`src/rtl/mc_ctrl_pkg.sv`:
```
// Shared encodings for the multi-cycle RV32I control unit: ALU/NPC/EXT/WDSel/DMType
// codes, FSM state encoding, instruction classes and opcode constants.
package mc_ctrl_pkg;

    localparam int ALUOP_WIDTH = 5;
    localparam int NPCOP_WIDTH = 3;
    localparam int EXTOP_WIDTH = 6;

    // ALU operation codes
    localparam logic [ALUOP_WIDTH-1:0] ALU_NOP   = 5'b00000;
    localparam logic [ALUOP_WIDTH-1:0] ALU_LUI   = 5'b00001;
    localparam logic [ALUOP_WIDTH-1:0] ALU_AUIPC = 5'b00010;
    localparam logic [ALUOP_WIDTH-1:0] ALU_ADD   = 5'b00011;
    localparam logic [ALUOP_WIDTH-1:0] ALU_SUB   = 5'b00100;
    localparam logic [ALUOP_WIDTH-1:0] ALU_BNE   = 5'b00101;
    localparam logic [ALUOP_WIDTH-1:0] ALU_BLT   = 5'b00110;
    localparam logic [ALUOP_WIDTH-1:0] ALU_BGE   = 5'b00111;
    localparam logic [ALUOP_WIDTH-1:0] ALU_BLTU  = 5'b01000;
    localparam logic [ALUOP_WIDTH-1:0] ALU_BGEU  = 5'b01001;
    localparam logic [ALUOP_WIDTH-1:0] ALU_SLT   = 5'b01010;
    localparam logic [ALUOP_WIDTH-1:0] ALU_SLTU  = 5'b01011;
    localparam logic [ALUOP_WIDTH-1:0] ALU_XOR   = 5'b01100;
    localparam logic [ALUOP_WIDTH-1:0] ALU_OR    = 5'b01101;
    localparam logic [ALUOP_WIDTH-1:0] ALU_AND   = 5'b01110;
    localparam logic [ALUOP_WIDTH-1:0] ALU_SLL   = 5'b01111;
    localparam logic [ALUOP_WIDTH-1:0] ALU_SRL   = 5'b10000;
    localparam logic [ALUOP_WIDTH-1:0] ALU_SRA   = 5'b10001;

    // Next-PC select codes
    localparam logic [NPCOP_WIDTH-1:0] NPC_PLUS4  = 3'b000;
    localparam logic [NPCOP_WIDTH-1:0] NPC_BRANCH = 3'b001;
    localparam logic [NPCOP_WIDTH-1:0] NPC_JUMP   = 3'b010;
    localparam logic [NPCOP_WIDTH-1:0] NPC_JALR   = 3'b100;

    // One-hot immediate type codes
    localparam logic [EXTOP_WIDTH-1:0] EXT_SHAMT = 6'b100000;
    localparam logic [EXTOP_WIDTH-1:0] EXT_I     = 6'b010000;
    localparam logic [EXTOP_WIDTH-1:0] EXT_S     = 6'b001000;
    localparam logic [EXTOP_WIDTH-1:0] EXT_B     = 6'b000100;
    localparam logic [EXTOP_WIDTH-1:0] EXT_U     = 6'b000010;
    localparam logic [EXTOP_WIDTH-1:0] EXT_J     = 6'b000001;

    // Register-file write-data select
    localparam logic [1:0] WD_ALU = 2'b00;
    localparam logic [1:0] WD_MEM = 2'b01;
    localparam logic [1:0] WD_PC  = 2'b10;

    // Data-memory access type
    localparam logic [2:0] DM_WORD   = 3'b000;
    localparam logic [2:0] DM_HALF   = 3'b001;
    localparam logic [2:0] DM_HALF_U = 3'b010;
    localparam logic [2:0] DM_BYTE   = 3'b011;
    localparam logic [2:0] DM_BYTE_U = 3'b100;

    // RV32I base opcodes
    localparam logic [6:0] OP_RTYPE  = 7'b0110011;
    localparam logic [6:0] OP_IALU   = 7'b0010011;
    localparam logic [6:0] OP_LOAD   = 7'b0000011;
    localparam logic [6:0] OP_STORE  = 7'b0100011;
    localparam logic [6:0] OP_BRANCH = 7'b1100011;
    localparam logic [6:0] OP_JAL    = 7'b1101111;
    localparam logic [6:0] OP_JALR   = 7'b1100111;
    localparam logic [6:0] OP_LUI    = 7'b0110111;
    localparam logic [6:0] OP_AUIPC  = 7'b0010111;

    typedef enum logic [2:0] {
        ST_FETCH  = 3'd0,
        ST_DECODE = 3'd1,
        ST_EXEC   = 3'd2,
        ST_MEM    = 3'd3,
        ST_WB     = 3'd4,
        ST_TRAP   = 3'd5
    } state_e;

    typedef enum logic [3:0] {
        CLS_NOP,
        CLS_RALU,
        CLS_IALU,
        CLS_LOAD,
        CLS_STORE,
        CLS_BRANCH,
        CLS_JAL,
        CLS_JALR,
        CLS_LUI,
        CLS_AUIPC,
        CLS_ILLEGAL
    } inst_class_e;

endpackage

```
`src/rtl/mc_ctrl_decode.sv`:
```
// Combinational instruction decoder: classifies an RV32I instruction from its
// opcode/funct fields and produces ALU operation, immediate type and access type.
module mc_ctrl_decode
    import mc_ctrl_pkg::*;
(
    input  logic [6:0]             op,
    input  logic [6:0]             funct7,
    input  logic [2:0]             funct3,
    output inst_class_e            inst_class,
    output logic [ALUOP_WIDTH-1:0] alu_op,
    output logic [EXTOP_WIDTH-1:0] ext_op,
    output logic [2:0]             dm_type
);

    // Anything not explicitly recognised falls through as ILLEGAL.
    always_comb begin
        inst_class = CLS_ILLEGAL;
        alu_op     = ALU_NOP;
        ext_op     = '0;
        dm_type    = DM_WORD;
        case (op)
            OP_RTYPE: begin
                if (funct7 == 7'b0000000) begin
                    inst_class = CLS_RALU;
                    case (funct3)
                        3'b000:  alu_op = ALU_ADD;
                        3'b001:  alu_op = ALU_SLL;
                        3'b010:  alu_op = ALU_SLT;
                        3'b011:  alu_op = ALU_SLTU;
                        3'b100:  alu_op = ALU_XOR;
                        3'b101:  alu_op = ALU_SRL;
                        3'b110:  alu_op = ALU_OR;
                        default: alu_op = ALU_AND;
                    endcase
                end else if (funct7 == 7'b0100000 && funct3 == 3'b000) begin
                    inst_class = CLS_RALU;
                    alu_op     = ALU_SUB;
                end else if (funct7 == 7'b0100000 && funct3 == 3'b101) begin
                    inst_class = CLS_RALU;
                    alu_op     = ALU_SRA;
                end
            end
            OP_IALU: begin
                inst_class = CLS_IALU;
                ext_op     = EXT_I;
                case (funct3)
                    3'b000: alu_op = ALU_ADD;
                    3'b010: alu_op = ALU_SLT;
                    3'b011: alu_op = ALU_SLTU;
                    3'b100: alu_op = ALU_XOR;
                    3'b110: alu_op = ALU_OR;
                    3'b111: alu_op = ALU_AND;
                    3'b001: begin
                        ext_op = EXT_SHAMT;
                        alu_op = ALU_SLL;
                        if (funct7 != 7'b0000000) begin
                            inst_class = CLS_ILLEGAL;
                        end
                    end
                    default: begin
                        ext_op = EXT_SHAMT;
                        if (funct7 == 7'b0000000) begin
                            alu_op = ALU_SRL;
                        end else if (funct7 == 7'b0100000) begin
                            alu_op = ALU_SRA;
                        end else begin
                            inst_class = CLS_ILLEGAL;
                        end
                    end
                endcase
            end
            OP_LOAD: begin
                ext_op = EXT_I;
                alu_op = ALU_ADD;
                inst_class = CLS_LOAD;
                case (funct3)
                    3'b000:  dm_type = DM_BYTE;
                    3'b001:  dm_type = DM_HALF;
                    3'b010:  dm_type = DM_WORD;
                    3'b100:  dm_type = DM_BYTE_U;
                    3'b101:  dm_type = DM_HALF_U;
                    default: inst_class = CLS_ILLEGAL;
                endcase
            end
            OP_STORE: begin
                ext_op = EXT_S;
                alu_op = ALU_ADD;
                inst_class = CLS_STORE;
                case (funct3)
                    3'b000:  dm_type = DM_BYTE;
                    3'b001:  dm_type = DM_HALF;
                    3'b010:  dm_type = DM_WORD;
                    default: inst_class = CLS_ILLEGAL;
                endcase
            end
            OP_BRANCH: begin
                ext_op = EXT_B;
                inst_class = CLS_BRANCH;
                case (funct3)
                    3'b000:  alu_op = ALU_SUB;
                    3'b001:  alu_op = ALU_BNE;
                    3'b100:  alu_op = ALU_BLT;
                    3'b101:  alu_op = ALU_BGE;
                    3'b110:  alu_op = ALU_BLTU;
                    3'b111:  alu_op = ALU_BGEU;
                    default: inst_class = CLS_ILLEGAL;
                endcase
            end
            OP_JAL: begin
                inst_class = CLS_JAL;
                ext_op     = EXT_J;
            end
            OP_JALR: begin
                ext_op = EXT_I;
                alu_op = ALU_ADD;
                if (funct3 == 3'b000) begin
                    inst_class = CLS_JALR;
                end
            end
            OP_LUI: begin
                inst_class = CLS_LUI;
                ext_op     = EXT_U;
                alu_op     = ALU_LUI;
            end
            OP_AUIPC: begin
                inst_class = CLS_AUIPC;
                ext_op     = EXT_U;
                alu_op     = ALU_AUIPC;
            end
            default: inst_class = CLS_ILLEGAL;
        endcase
    end

endmodule

```
`src/rtl/mc_ctrl.sv`:
```
// Multi-cycle RV32I control unit: FETCH/DECODE/EXEC/MEM/WB sequencer with a
// req/ready memory handshake and a retired-instruction counter.
// Optional: define MC_CTRL_TRAP_EN to stop in a TRAP state on illegal instructions
// instead of retiring them as NOPs.
module mc_ctrl
    import mc_ctrl_pkg::*;
#(
    parameter int ALUOP_W = ALUOP_WIDTH,
    parameter int NPCOP_W = NPCOP_WIDTH,
    parameter int EXTOP_W = EXTOP_WIDTH,
    parameter int CNT_W   = 32
) (
    input  logic               clk,
    input  logic               rstn,
    input  logic [6:0]         Op,
    input  logic [6:0]         Funct7,
    input  logic [2:0]         Funct3,
    input  logic               Zero,
    input  logic               mem_ready,
    output logic               mem_req,
    output logic               mem_we,
    output logic               IRWrite,
    output logic               PCWrite,
    output logic               RegWrite,
    output logic               ALUSrcA,
    output logic               ALUSrcB,
    output logic [ALUOP_W-1:0] ALUOp,
    output logic [NPCOP_W-1:0] NPCOp,
    output logic [EXTOP_W-1:0] EXTOp,
    output logic [1:0]         WDSel,
    output logic [2:0]         DMType,
    output logic [2:0]         state,
    output logic [CNT_W-1:0]   instret,
    output logic               trap
);

    state_e               state_q, state_d;
    inst_class_e          class_q, class_d;
    logic [ALUOP_W-1:0]   alu_op_q, alu_op_d;
    logic [EXTOP_W-1:0]   ext_op_q, ext_op_d;
    logic [2:0]           dm_type_q, dm_type_d;
    logic [CNT_W-1:0]     instret_q, instret_d;
    logic                 retire;

    inst_class_e          dec_class;
    logic [ALUOP_W-1:0]   dec_alu_op;
    logic [EXTOP_W-1:0]   dec_ext_op;
    logic [2:0]           dec_dm_type;

    mc_ctrl_decode u_decode (
        .op         (Op),
        .funct7     (Funct7),
        .funct3     (Funct3),
        .inst_class (dec_class),
        .alu_op     (dec_alu_op),
        .ext_op     (dec_ext_op),
        .dm_type    (dec_dm_type)
    );

    // Next-state, strobes and counter update; everything is forced quiet while rstn is low.
    always_comb begin
        state_d   = state_q;
        class_d   = class_q;
        alu_op_d  = alu_op_q;
        ext_op_d  = ext_op_q;
        dm_type_d = dm_type_q;
        retire    = 1'b0;
        mem_req   = 1'b0;
        mem_we    = 1'b0;
        IRWrite   = 1'b0;
        PCWrite   = 1'b0;
        RegWrite  = 1'b0;
        ALUSrcA   = 1'b0;
        ALUSrcB   = 1'b0;
        ALUOp     = '0;
        NPCOp     = NPC_PLUS4;
        EXTOp     = '0;
        WDSel     = WD_ALU;
        DMType    = dm_type_q;
        if (rstn) begin
            case (state_q)
                ST_FETCH: begin
                    mem_req = 1'b1;
                    if (mem_ready) begin
                        IRWrite = 1'b1;
                        PCWrite = 1'b1;
                        NPCOp   = NPC_PLUS4;
                        state_d = ST_DECODE;
                    end
                end
                ST_DECODE: begin
                    class_d   = dec_class;
                    alu_op_d  = dec_alu_op;
                    ext_op_d  = dec_ext_op;
                    dm_type_d = dec_dm_type;
                    if (dec_class == CLS_ILLEGAL) begin
`ifdef MC_CTRL_TRAP_EN
                        state_d = ST_TRAP;
`else
                        state_d = ST_FETCH;
                        retire  = 1'b1;
`endif
                    end else begin
                        state_d = ST_EXEC;
                    end
                end
                ST_EXEC: begin
                    ALUOp   = alu_op_q;
                    EXTOp   = ext_op_q;
                    ALUSrcA = (class_q == CLS_AUIPC);
                    ALUSrcB = (class_q inside {CLS_IALU, CLS_LOAD, CLS_STORE,
                                               CLS_LUI, CLS_AUIPC, CLS_JALR});
                    if (class_q == CLS_BRANCH) begin
                        PCWrite = Zero;
                        NPCOp   = NPC_BRANCH;
                        state_d = ST_FETCH;
                        retire  = 1'b1;
                    end else if (class_q == CLS_LOAD || class_q == CLS_STORE) begin
                        state_d = ST_MEM;
                    end else begin
                        state_d = ST_WB;
                    end
                end
                ST_MEM: begin
                    mem_req = 1'b1;
                    mem_we  = (class_q == CLS_STORE);
                    if (mem_ready) begin
                        if (class_q == CLS_STORE) begin
                            state_d = ST_FETCH;
                            retire  = 1'b1;
                        end else begin
                            state_d = ST_WB;
                        end
                    end
                end
                ST_WB: begin
                    RegWrite = 1'b1;
                    if (class_q == CLS_LOAD) begin
                        WDSel = WD_MEM;
                    end else if (class_q == CLS_JAL) begin
                        WDSel   = WD_PC;
                        PCWrite = 1'b1;
                        NPCOp   = NPC_JUMP;
                    end else if (class_q == CLS_JALR) begin
                        WDSel   = WD_PC;
                        PCWrite = 1'b1;
                        NPCOp   = NPC_JALR;
                    end
                    state_d = ST_FETCH;
                    retire  = 1'b1;
                end
                ST_TRAP: begin
`ifdef MC_CTRL_TRAP_EN
                    state_d = ST_TRAP;
`else
                    state_d = ST_FETCH;
`endif
                end
                default: state_d = ST_FETCH;
            endcase
        end
        instret_d = instret_q + {{(CNT_W-1){1'b0}}, retire};
    end

    // State, registered decode results and retire counter.
    always_ff @(posedge clk or negedge rstn) begin
        if (!rstn) begin
            state_q   <= ST_FETCH;
            class_q   <= CLS_NOP;
            alu_op_q  <= '0;
            ext_op_q  <= '0;
            dm_type_q <= DM_WORD;
            instret_q <= '0;
        end else begin
            state_q   <= state_d;
            class_q   <= class_d;
            alu_op_q  <= alu_op_d;
            ext_op_q  <= ext_op_d;
            dm_type_q <= dm_type_d;
            instret_q <= instret_d;
        end
    end

    assign state   = state_q;
    assign instret = instret_q;

`ifdef MC_CTRL_TRAP_EN
    assign trap = (state_q == ST_TRAP);
`else
    assign trap = 1'b0;
`endif

endmodule

```
`config.mk`:
```
export PLATFORM = sky130hd
export DESIGN_NAME = mc_ctrl
export DESIGN_NICKNAME = d
export VERILOG_FILES = /design/src/rtl/mc_ctrl_pkg.sv /design/src/rtl/mc_ctrl_decode.sv /design/src/rtl/mc_ctrl.sv
export SDC_FILE = /design/constraint.sdc
export NUM_CORES = 1
export LEC_CHECK = 0
export CORE_UTILIZATION = 67
export DETAILED_ROUTE_END_ITERATION = 7
export DONT_BUFFER_PORTS = 1
export PLACE_DENSITY = 0.92
export SETUP_SLACK_MARGIN = 0.3
export SYNTH_ARGS = -nofsm -noshare
export SYNTH_HDL_FRONTEND = slang
export SYNTH_SLANG_ARGS = --single-unit
```
`constraint.sdc`:
```
create_clock -name clk -period 7.3 [get_ports clk]
set_input_delay 1.46 -clock clk [delete_from_list [all_inputs] [get_ports clk]]
set_output_delay 1.46 -clock clk [all_outputs]
set_load 0.01 [all_outputs]
```
==> results by stage <==
Synth:
- The dominant combinational cell family by area after synthesis is simple AND/OR/NAND/NOR gates.
- Of the post-synthesis cell area, the dominant cell type holds 40.0%.
- For this run, the register share of the synthesized area comes to 40.0%.
- The fraction of synthesized area in multiplexers is 0.302%.
- For this run, asynchronously set or reset flops after synthesis account for 100%.
- For this run, the leading register cell type out of synthesis is sky130_fd_sc_hd__dfrtp_1.
- After Yosys synthesis, and, or, nand and nor cells account for a little over a quarter of the synthesized area.
- Yosys mapped a number of flops with a built-in enable equal to 0.
- The Yosys warning count is 0.
- Synthesis handed over a netlist of ~360 instances.
- The post-synthesis register bit count is 53.
- The cell area that synthesis handed to floorplanning was 3320 um2.
- The compound-gate portion of the synthesized area is 17.2%.
- Counting every net in the synthesized netlist gives 380.
- Ranked by total cell area, the synthesized netlist is headed by sky130_fd_sc_hd__dfrtp_1 40%, sky130_fd_sc_hd__xnor2_1 5.8%, sky130_fd_sc_hd__nand2_1 4.0%.
- The largest total area in the synthesized netlist belongs to sky130_fd_sc_hd__dfrtp_1.
- Counting distinct cell types in the post-synthesis netlist gives 70.
- The adder-cell share of the synthesized area is 0.754%.
- The average cell area after synthesis is ~9.3 um2.
- After Yosys synthesis, XOR and XNOR cells account for 8.98% of the synthesized area.

Worst setup path:
- STA classifies the critical path startpoint as a primary input.
- The arrival time at the worst endpoint is 2690 ps.
- In this run the worst path has a maximum fanout of 63.
- The slack of the worst reg-to-reg path is 3850 ps.
- The data required time of the worst path is 5840 ps.
- The origin of the worst setup path is rstn.
- The reg-to-reg critical path endpoint is instret[26].
- The launch instance of the worst register-to-register path is state[2].
- The worst setup path is captured at an output pin.
- The critical path is of the primary input to output pin type.
- The worst register-to-register path has a depth of 10.

Routing:
- The DRC violation count after routing is 0.
- The per-cell via count in the routed design is 6.74.
- The number of detailed-routing iterations run before antenna repair is 4.
- After detailed routing, the total wire length is 7630 um.
- For this block, the via count after detailed routing is 2770.
- The number of DRC markers in iteration 0 is approximately 200.
- The count of nets left with antenna violations once routing finished came out at 0.
- The wire length per cell is approximately 19 um.

Power and ir drop:
- The sequential power share is 57.5%.
- IR analysis of the VDD net gives a maximum drop of 0.0941 mV.
- The power per cell area is roughly 180 nW/um2.
- The net switching power is about 170 uW.
- The analysis attributes to cell leakage a power of 0.00139 uW.
- The cell-internal power is 440 uW.
- The portion of total power attributed to the clock network is 32.0%.
- The part of the total power dissipated in combinational logic is 10.5%.
- Of the total power, the share spent switching nets is 27.6%.

Final layout:
- Compared with the post-synthesis result, the final layout area differs by 1.55%.
- The repair_antennas step left the layout with diodes totalling 0.
- The net count of the finished layout is 367.
- After routing the design area is 3370 um2.
- Measured on the finished design, the core utilization comes to a little under three quarters.
- In the layout the commonest cells are 53 x sky130_fd_sc_hd__dfrtp_1, 35 x sky130_fd_sc_hd__nand2_1, 22 x sky130_fd_sc_hd__xnor2_1.
- The commonest non-fill, non-tap cell in the layout is sky130_fd_sc_hd__dfrtp_1.
- The share of final-layout standard cells stronger than drive strength 1 is 6.10%.
- The number of fill cells is 383.
- Leaving out filler cells and counting taps, the final layout contains 411.

Place:
- Port buffering added 0 buffers.
- The cell count after placement is 404.
- The placer congestion estimate is 0.880.
- The detailed placement HPWL is 5480 um.
- In this run the cell area measured after placement is 3260 um2.

GRT:
- The largest net degree at the start of global routing is 64.
- The number of antenna violations at the first check in global routing is 0.
- The overall routing resource usage is between 20% and 30%.
- After global routing the overflow that remains totals 0.
- The global-route wire length before repair is 12100 um.
- The number of global-route vias before repair is 2427.

Run status:
- The flow ran to the end, and the final reports show no timing, DRC or antenna violations.

Clocking:
- The total setup buffers inserted after CTS is 0.
- Clock latency on the worst-skew pair, taken at its later pin, is 300 ps.
- The clock transition at the registers of the reported paths is 90 ps.
- The number of buffers added to fix hold violations after cts is 0.
- For this design, the sink count on the clock tree is 53.
- The total clock buffers created by CTS is 5.
- The root buffer cell chosen for the clock tree is sky130_fd_sc_hd__clkbuf_8.
- The clock tree from TritonCTS is built.
- The count of H-tree levels built during CTS is 2.
- The post-CTS resize count is 0.
- In this run the deepest clock path goes through 2 buffers.

Floorplan:
- In this run the count of I/O pins placed on the die edge is 83.
- The total die area is between 5000 and 6000 um2.
- The core box area is 4750 um2.
- The die outline width is 72.4 um.
- Once the floorplan was initialized, standard cells occupied 69.8% of the core.
- The vertical die dimension is between 70 and 80 um.
- Row generation in the floorplan step produced 25 rows.

Timing:
- The max-slew violation total from the final report is 0.
- For the pin with the worst max-slew slack, the measured transition is 765 ps.
- The final clock skew is 11.1 ps.
- The clock period minus final worst setup slack is 4150 ps.
- The total setup violations reported at the end of the flow is 0.
- Setup repair after global routing left no endpoint under its margin.
- The hold violation total from the final report is 0.
- Based on the critical path, the design can be clocked at up to 241 MHz.
- Dividing the final minimum period by the clock period gives 56.8%.
- Setup total negative slack on the finished layout was measured at 0 ps.
- The headroom to the max-slew limit is 47.7%.

Worst hold path:
- Along the worst hold path, the cell count comes to 2.
- The startpoint identified for the worst hold timing path is ext_op_q[2].
- For hold timing, the worst endpoint is ext_op_q[2].
- The type of the worst min-delay path is flop to flop.

Run:
- The number of maximum-capacitance violations is 0.
-- power groups by stage --
stage | clock [uW] | sequential (uW) | combinational [uW]
after detailed placement | 0 | 355 | 61.7
after floorplan | 0 | 341 | 67.1
after global routing | 213 | 352 | 71.6
after CTS | 197 | 348 | 62.8
final | 195 | 349 | 63.7
after global placement | 0 | 353 | 60.5
-- registers in the layout (all words and copies together) (netlist names) --
register  cells
ext_op_q      6
state         3
alu_op_q      5
DMType        3
instret      32
class_q       4
-- cell type report --
type | count | area, um2 | share of cell area [%]
multi-input combinational | 272 | 1810 | 53.6
sequential | 53 | 1330 | 39.4
tap | 67 | 83.8 | 2.49
clock buffer | 5 | 68.8 | 2.04
inverter | 12 | 45.0 | 1.34
clock inverter | 2 | 38.8 | 1.15
-- Yosys cell counts (all sizes together) (6+ instances only) --
cell,n
nand2b,7
dfrtp,53
a21oi,11
nand3b,8
inv,12
clkbuf,12
xnor2,22
and2,14
xor2,12
nor3,10
nor2,19
nand2,35
o21ai,17
o31ai,9
nand4,9
and3,9
nand3,17
nor4,6
buf,8
-- how the worst max path moves through the flow --
| stage | end | slack, ps | cells after the start |
|---|---|---|---|
| 3_5_place_dp | instret[26] | 2990 | 10 |
| 3_3_place_gp | instret[30] | 3180 | 12 |
| 6_report | PCWrite | 3150 | 4 |
| 5_1_grt | PCWrite | 3040 | 4 |
| 2_1_floorplan | ALUOp[0] | 3330 | 5 |
| 4_1_cts | PCWrite | 3180 | 4 |
-- logic make-up (layout without fill, tap and decap cells) --
| logic type | after synthesis | in the layout |
|---|---|---|
| compound gates | 78 | 78 |
| xor+xnor | 34 | 34 |
| fa+ha+maj | 2 | 2 |
| buf+inv | 32 | 19 |
| flops | 53 | 53 |
| mux | 1 | 1 |
| other cells | 1 | 1 |
| simple gates | 156 | 156 |
-- metrics by stage --
step	power, uW	worst slack (ps)	hold slack [ps]
global placement	413	3180	454
detailed placement	416	2990	467
finish	607	3150	484
floorplan	408	3330	435
global route	636	3040	501
CTS	608	3180	487
-- critical path, cell delays in order --
cell                      delay (ps)
sky130_fd_sc_hd__nor2b_1         250
sky130_fd_sc_hd__and3_1          530
sky130_fd_sc_hd__nand4_1         150
sky130_fd_sc_hd__a21oi_1         280
-- routing by layer --
metal  wire (um)  track usage (%)  share of wire, %  up-vias
met5           0                0                 0        -
met3         586             7.08               7.7       13
met1        3170             39.5                41     1331
met4         106             6.97               1.4        0
li1            -                -                 -     1277
met2        3770             49.0                49      149
Power figures use the tool's default switching activity.
